**src/rtl/decode_queue_stage.sv**
```systemverilog
// ==== decode_queue_stage (rev 1.0): byte queue + 1/2/3/5-byte decoder, one instr/cycle ====
// Optional macro DECODE_ILLEGAL_TRAP_EN: unknown opcodes trap and halt instead of acting as NOPs.
`default_nettype none

module decode_queue_stage #(
    parameter int          FETCH_W  = 4,
    parameter int          QDEPTH   = 16,
    parameter logic [31:0] RESET_PC = 32'h0000_1000
) (
    input  logic                 clk,
    input  logic                 rst_n,
    input  logic                 flush,
    input  logic [31:0]          flush_pc,
    input  logic                 in_valid,
    output logic                 in_ready,
    input  logic [8*FETCH_W-1:0] in_bytes,
    output logic                 out_valid,
    input  logic                 out_ready,
    output logic [31:0]          out_pc,
    output logic [31:0]          out_imm,
    output logic [2:0]           out_src1_idx,
    output logic [2:0]           out_src2_idx,
    output logic [6:0]           out_ctrl,
    output logic [3:0]           out_length,
    output logic                 out_illegal,
    output logic                 halted
);

    localparam int PTR_W = $clog2(QDEPTH);
    typedef logic [PTR_W:0] ptr_t;
    localparam ptr_t c_depth = ptr_t'(QDEPTH);
    localparam ptr_t c_fetch = ptr_t'(FETCH_W);

    logic [7:0]  mem_q [QDEPTH];
    ptr_t        wr_q, rd_q, wr_d, rd_d;
    logic [31:0] pc_q;
    logic        halted_q;
    logic        out_valid_q;
    logic [31:0] out_pc_q, out_imm_q;
    logic [2:0]  out_src1_q, out_src2_q;
    logic [6:0]  out_ctrl_q;
    logic [3:0]  out_len_q;

    ptr_t        w_count, w_free;
    logic        w_push, w_fire;
    logic [39:0] w_head;
    logic [3:0]  w_len;
    logic [31:0] w_imm;
    logic [2:0]  w_src1, w_src2;
    logic [6:0]  w_ctrl;
    logic        w_illegal;

    assign w_count  = wr_q - rd_q;
    assign w_free   = c_depth - w_count;
    assign in_ready = !flush && !halted_q && (w_free >= c_fetch);
    assign w_push   = in_valid && in_ready;

    // Five head bytes, read modulo QDEPTH so an instruction may straddle the wrap point.
    for (genvar k = 0; k < 5; k++) begin : g_head
        logic [PTR_W-1:0] w_idx;
        assign w_idx            = rd_q[PTR_W-1:0] + PTR_W'(k);
        assign w_head[8*k +: 8] = mem_q[w_idx];
    end

    always_comb begin
        w_len     = 4'd1;
        w_imm     = 32'd0;
        w_src1    = 3'd0;
        w_src2    = 3'd0;
        w_ctrl    = 7'b0000000;
        w_illegal = 1'b0;
        casez (w_head[7:0])
            8'b1011_1???: begin
                w_len  = 4'd5;
                w_imm  = w_head[39:8];
                w_src1 = w_head[2:0];
                w_ctrl = 7'b1000100;
            end
            8'h05: begin
                w_len  = 4'd5;
                w_imm  = w_head[39:8];
                w_ctrl = 7'b1110100;
            end
            8'h01: begin
                w_len  = 4'd2;
                w_src1 = w_head[10:8];
                w_src2 = w_head[13:11];
                w_ctrl = 7'b0111100;
            end
            8'h83: begin
                w_len  = 4'd3;
                w_src1 = w_head[10:8];
                w_imm  = {{24{w_head[23]}}, w_head[23:16]};
                w_ctrl = 7'b1110100;
            end
            8'hE9: begin
                w_len  = 4'd5;
                w_imm  = w_head[39:8];
                w_ctrl = 7'b0000010;
            end
            8'hF4: begin
                w_ctrl = 7'b0000001;
            end
            default: begin
`ifdef DECODE_ILLEGAL_TRAP_EN
                w_ctrl    = 7'b0000001;
                w_illegal = 1'b1;
`endif
            end
        endcase
    end

    assign w_fire = (32'(w_count) >= 32'(w_len)) && (!out_valid_q || out_ready)
                    && !halted_q && !flush;

    assign wr_d = w_push ? wr_q + c_fetch : wr_q;
    assign rd_d = w_fire ? rd_q + ptr_t'(w_len) : rd_q;

    always_ff @(posedge clk) begin
        if (w_push) begin
            for (int i = 0; i < FETCH_W; i++) begin
                mem_q[wr_q[PTR_W-1:0] + PTR_W'(i)] <= in_bytes[8*i +: 8];
            end
        end
    end

    // Flush outranks push, fire and halt; the halt bit of the fired ctrl word makes halt sticky.
    always_ff @(posedge clk or negedge rst_n) begin
        if (!rst_n) begin
            wr_q        <= '0;
            rd_q        <= '0;
            pc_q        <= RESET_PC;
            halted_q    <= 1'b0;
            out_valid_q <= 1'b0;
            out_pc_q    <= 32'd0;
            out_imm_q   <= 32'd0;
            out_src1_q  <= 3'd0;
            out_src2_q  <= 3'd0;
            out_ctrl_q  <= 7'd0;
            out_len_q   <= 4'd0;
        end else if (flush) begin
            wr_q        <= '0;
            rd_q        <= '0;
            pc_q        <= flush_pc;
            halted_q    <= 1'b0;
            out_valid_q <= 1'b0;
        end else begin
            wr_q <= wr_d;
            rd_q <= rd_d;
            if (w_fire) begin
                pc_q        <= pc_q + 32'(w_len);
                out_valid_q <= 1'b1;
                out_pc_q    <= pc_q;
                out_imm_q   <= w_imm;
                out_src1_q  <= w_src1;
                out_src2_q  <= w_src2;
                out_ctrl_q  <= w_ctrl;
                out_len_q   <= w_len;
                if (w_ctrl[0]) begin
                    halted_q <= 1'b1;
                end
            end else if (out_ready) begin
                out_valid_q <= 1'b0;
            end
        end
    end

`ifdef DECODE_ILLEGAL_TRAP_EN
    logic out_illegal_q;
    always_ff @(posedge clk or negedge rst_n) begin
        if (!rst_n) begin
            out_illegal_q <= 1'b0;
        end else if (!flush && w_fire) begin
            out_illegal_q <= w_illegal;
        end
    end
    assign out_illegal = out_illegal_q;
`else
    logic w_illegal_unused;
    assign w_illegal_unused = w_illegal;
    assign out_illegal      = 1'b0;
`endif

    assign out_valid    = out_valid_q;
    assign out_pc       = out_pc_q;
    assign out_imm      = out_imm_q;
    assign out_src1_idx = out_src1_q;
    assign out_src2_idx = out_src2_q;
    assign out_ctrl     = out_ctrl_q;
    assign out_length   = out_len_q;
    assign halted       = halted_q;

endmodule

`default_nettype wire
```
**config.mk**
```make
export PLATFORM = sky130hd
export DESIGN_NAME = decode_queue_stage
export DESIGN_NICKNAME = d
export VERILOG_FILES = /design/src/rtl/decode_queue_stage.sv
export SDC_FILE = /design/constraint.sdc
export NUM_CORES = 1
export LEC_CHECK = 0
export ABC_AREA = 1
export CAP_MARGIN = 20
export CORE_MARGIN = 3
export CORE_UTILIZATION = 46
export CTS_CLUSTER_SIZE = 20
export DETAILED_ROUTE_END_ITERATION = 6
export PLACE_DENSITY = 0.79
export SETUP_SLACK_MARGIN = 0.5
export SLEW_MARGIN = 30
export SYNTH_ARGS = -nofsm -noshare
export SYNTH_HDL_FRONTEND = slang
export SYNTH_SLANG_ARGS = --single-unit
```
**constraint.sdc**
```tcl
create_clock -name clk -period 10.9 [get_ports clk]
set_input_delay 1.635 -clock clk [delete_from_list [all_inputs] [get_ports clk]]
set_output_delay 1.635 -clock clk [all_outputs]
set_load 0.02 [all_outputs]
```
# == After elaboration in Yosys (flattened, before gate mapping) ==
# Memories as Yosys holds them, arrays and structs flattened.
# Cells that the tools add are included.
# totals
reg_bits,125
ramBits,128
in_bits,69
output_inout_bits,85
word_cells,71
memories,1
# mem_list
name,depth,word_bits,rd,rd_clocked_by_memory_dff,wr,line_no,text
mem_q,16,8,5,0,4,34,logic [7:0] mem_q [QDEPTH];
# classes
addsub,12
n_lt_le_gt_ge,2
eq_ne,6
muxes,19
bitwise_logic,1
reduce_logical,19
# ops
op,count
$mux W32,2
$pmux W32 S2,1
$pmux W7 S5,1
$add A32 B4 Y32,1
$eq A8 B8 Y1 const B,3
$mux W5,4
$add A4 B2 Y4 const B,4
$pmux W3 S3,1
$add A4 B1 Y4 const B,2
$eq A8 B1 Y1 const B,1
$eq A8 B3 Y1 const B,1
$mux W1,8
$logic_and A1 B1 Y1,6
$pmux W3 S2,1
$reduce_bool A2 Y1,3
$add A5 B3 Y5 const B,1
$add A5 B4 Y5,1
$eq A5 B5 Y1 const B,1
$ge A5 B3 Y1 const B,1
$ge A5 B4 Y1,1
$sub A5 B5 Y5,1
$sub A5 B5 Y5 const A,1
$add A4 B3 Y4 const B,1
$reduce_and A2 Y1,2
other kinds (7),10

# == Depth between registers and ports, before layout ==
# An unclocked memory read counts as a cell.
# depth
ltp_word,10
mapped_depth,29
depth_no_buf,25

# == Least setup slack after synthesis ==
# No wires, ideal clock.
# synth_timing
kind,reg2out
start,register rd_q[0]
end,output port in_ready
t_arrival_ns,2.835
slack_ns,6.430
path_stages_with_launch,14
path_buffers,7
path_cell_list,dfrtp_1 buf_4 inv_2 buf_6 buf_4 clkbuf_1 buf_2 buf_1 ha_1 clkbuf_1 clkinv_1 nand3_1 o21ai_0 a21oi_1
# synth_between
elab_chain_len,4
# synth_rtl
item,line_no,text
"start, declared",35,"ptr_t wr_q, rd_q, wr_d, rd_d;"
"start signal, assigned",149,rd_q <= rd_d;
$sub A5 B5 Y5,53,assign w_count = wr_q - rd_q;
$sub A5 B5 Y5,54,assign w_free = c_depth - w_count;
$ge A5 B3 Y1,55,assign in_ready = !flush && !halted_q && (w_free >= c_fetch);
$logic_and A1 B1 Y1,55,
"end, declared",15,"output logic in_ready,"
# No other way between the ends.

# == Worst setup path in the final report ==
# Ends and elaborated chain as after synthesis.

==> results.md <==
• **run status** complete, no violations
• **fraction of layout cells with a size suffix above 1** 4.56%
• **Crit Path Category** reg -> out
• **synthesis warning total** 0
• **Pins Over Slew Limit** 0
• **layout overhead on the synthesized area** 16.5%
• **leading cell types by total area after synthesis** edfxtp_1, nand2_1, dfrtp_1
• **H-tree Lvls** 1
• **mean instance size in the synthesized netlist** 7.39 um2
• **static leakage power** 7.79 nW
• **Post-synth EDFFs** 128
• **cell with the most instances after synthesis** nand2_1
• **Worst Hold Margin** 469 ps
• **remaining design rule violation count** 0
• **hpwl dp** 32500 um
• **post-CTS resize count** 0
• **Routed Antenna Nets** 0
• **Detailed Routing Iterations Pass 1** 7
• **global-route wire length before repair** 74500 um
• **post-layout net count** 2215
• **launch instance of the worst register-to-register path** rd_q[0]
• **aggregate global-route resource usage** 26.0%
• **Ports** 154
• **highest clock rate** 140 MHz
• **Peak supply drop** 145 uV
• **Setup Fix Bufs, Post-CTS** 0
• **count of unique library cells instantiated by Yosys** 45
• **post-synthesis cell count** 2055
• **Die H** 188 um
• **diode count** 0
• **proportion of register bits with asynchronous set or reset after synthesis** 48.6%
• **crit end category** output port
• **number of design-rule violations left by the first detailed-router iteration** 1819
• **maximum fanout encountered on the critical timing path** 76
• **sequential power share** 28.9%
• **clock network fraction of total power** 19.7%
• **startpoint of the most critical setup path** rd_q[0]
• **FF+latch count, synth** 249
• **Die Outline Area** 35200 um2
• **largest net degree at the start of global routing** 94
• **max_cap viols** 0
• **Final Hold Vio Count** 0
• **clock tree from TritonCTS** built
• **TritonCTS sink count** 249
• **clock-pin slew of the registers on the worst-case setup and hold paths** 60 ps
• **data arrival time at the worst-slack endpoint** 5490 ps
• **Net Switching** 2.34 mW
• **commonest cells in the synthesized netlist** nand2_1, nand3_1, edfxtp_1
• **Clock Tree Buf Depth** 3
• **final WL** 47000 um
• **switching power share of the total** 46.7%
• **portion of the post-synthesis area used by sequential elements** 45.2%
• **final-layout setup total negative slack** 0 ps
• **ys flop type** edfxtp_1
• **fin crit period** 7120 ps
• **Worst Hold Class** reg -> reg
• **hold_sp** out_pc[7]
• **gp weighted congestion** 0.950
• **final critical-path share of the clock period** 65.3%
• **Initial Util** 47.4%
• **cell area after technology mapping** 15200 um2
• **horizontal die dimension** 188 um
• **top cell type by total area after synthesis** edfxtp_1
• **RSZ-0062 raised after global routing** false
• **total power density per cell area** 284 nW/um2
• **number of global-route vias before repair** 13.9k
• **Internal Pwr Total** 2.68 mW
• **area inside the core boundary** 32000 um2
• **post-synth top area share** 25.3%
• **measured slew at the worst slew-check pin** 1040 ps
• **Setup violations, final** 0
• **final worst clock skew** 19.1 ps
• **number of antenna violations at the first check in global routing** 0
• **detailed-route wire length per cell** 18.2 um
• **Hold Buf Count CTS** 0
• **routed via count divided by cell count** 5.71
• **data required time at the worst endpoint** 9270 ps
• **Core Util, Final** 55.2%
• **clock insertion delay at the later pin of the skew report** 560 ps
• **startpoint types** flop
• **part of the total power dissipated in combinational logic** 51.4%
• **row count** 65
• **total vias in the final route** 14.7k
• **CTS buffer count** 28
• **normalized max-slew margin** 30.3%
• **quantity of I/O buffers inserted on ports** 151
• **root buf cell** clkbuf_16
• **remaining global-route overflow** 0
-- area by class of cell --
cell class	count	area (um2)
Sequential cell	249	6880
Clock inverter	10	110
Fill cell	2954	14300
Tap cell	435	544
Inverter	88	334
Clock buffer	42	871
Timing Repair Buffer	169	1650
Multi-Input combinational cell	1589	7310
-- stage by stage --
stage / std cells / setup slack, ps / cell area [um2] / power, mW
2_1_floorplan: 2056 / 6430 / 15200 / 3.23
3_3_place_gp: 2530 / 3970 / 16700 / 3.91
3_5_place_dp: 2530 / 3830 / 16700 / 3.98
4_1_cts: 2582 / 3240 / 17700 / 4.97
5_1_grt: 2582 / 3540 / 17700 / 5.36
6_report: 2582 / 3780 / 17700 / 5.02
-- per-layer routing --
metal | global-route usage (%) | up-vias | part of all wire [%]
met5 | 0 | - | 0
li1 | - | 6954 | -
met2 | 40.3 | 866 | 43
met4 | 9.38 | 0 | 3.8
met3 | 5.31 | 124 | 11
met1 | 36.2 | 6795 | 41
-- worst max-delay path, stage by stage (launching register included) --
cell	delay, ps
dfrtp_4	810
inv_4	420
ha_2	460
buf_4	520
clkinv_1	890
buf_4	510
nand3_1	110
o21ai_0	90
a21oi_1	340
clkdlybuf4s50_1	680
-- placed cells by master, fill, tap and decap left out, types with 5 or more instances in the layout --
cell and n:
mux2i_1 5, inv_1 77, o21ai_1 65, o22ai_1 14, nand2_2 5, buf_4 18, nand4_1 16, clkbuf_8 5
dfrtp_1 118, a21oi_1 72, edfxtp_1 128, nand3_1 237, a31oi_1 7, nor3_1 14, clkdlybuf4s50_1 150, o21ai_0 93
nor2_2 11, nand2_1 873, o32ai_1 5, o31ai_1 9, clkbuf_16 31, ha_1 19, nor2_1 72, xor2_1 32
xnor2_1 5, inv_2 7, clkbuf_1 5
-- state kept, by name, summed over array words and instances, names as in the netlist --
signal and flops:
out_length 3, out_pc 32, rd_q 5, wr_q 3
out_src2_idx 3, mem_q 128, pc_q 32, out_imm 32
out_valid 1, out_src1_idx 3, out_ctrl 6, halted 1
-- final timing paths --
kind | to | slack (ps) | cells after the start
max | in_ready | 3780 | 9
min | out_pc[7] | 470 | 2
max reg2reg | halted | 4330 | 22
min reg2reg | out_pc[7] | 470 | 2
max in group asynchronous | pc_q[6] | 8680 | 2
min in group asynchronous | out_imm[1] | 1070 | 1
-- logic make-up after synthesis --
| kind of cell | synth area share (%) |
|---|---|
| mux | 0.329 |
| xor+xnor | 2.13 |
| buf+inv | 6.75 |
| fa+ha+maj | 1.78 |
| compound gates | 10.2 |
| flops | 45.2 |
| simple gates | 33.6 |
| other cells | 0.0247 |
-- power groups by stage --
stage / Combinational (mW) / Clock [mW] / Sequential, mW
floorplan: 1.72 / 0 / 1.51
global placement: 2.45 / 0 / 1.45
detailed placement: 2.52 / 0 / 1.46
CTS: 2.53 / 0.994 / 1.44
global route: 2.85 / 1.04 / 1.48
finish: 2.58 / 0.989 / 1.45
Power figures use the tool's default switching activity.
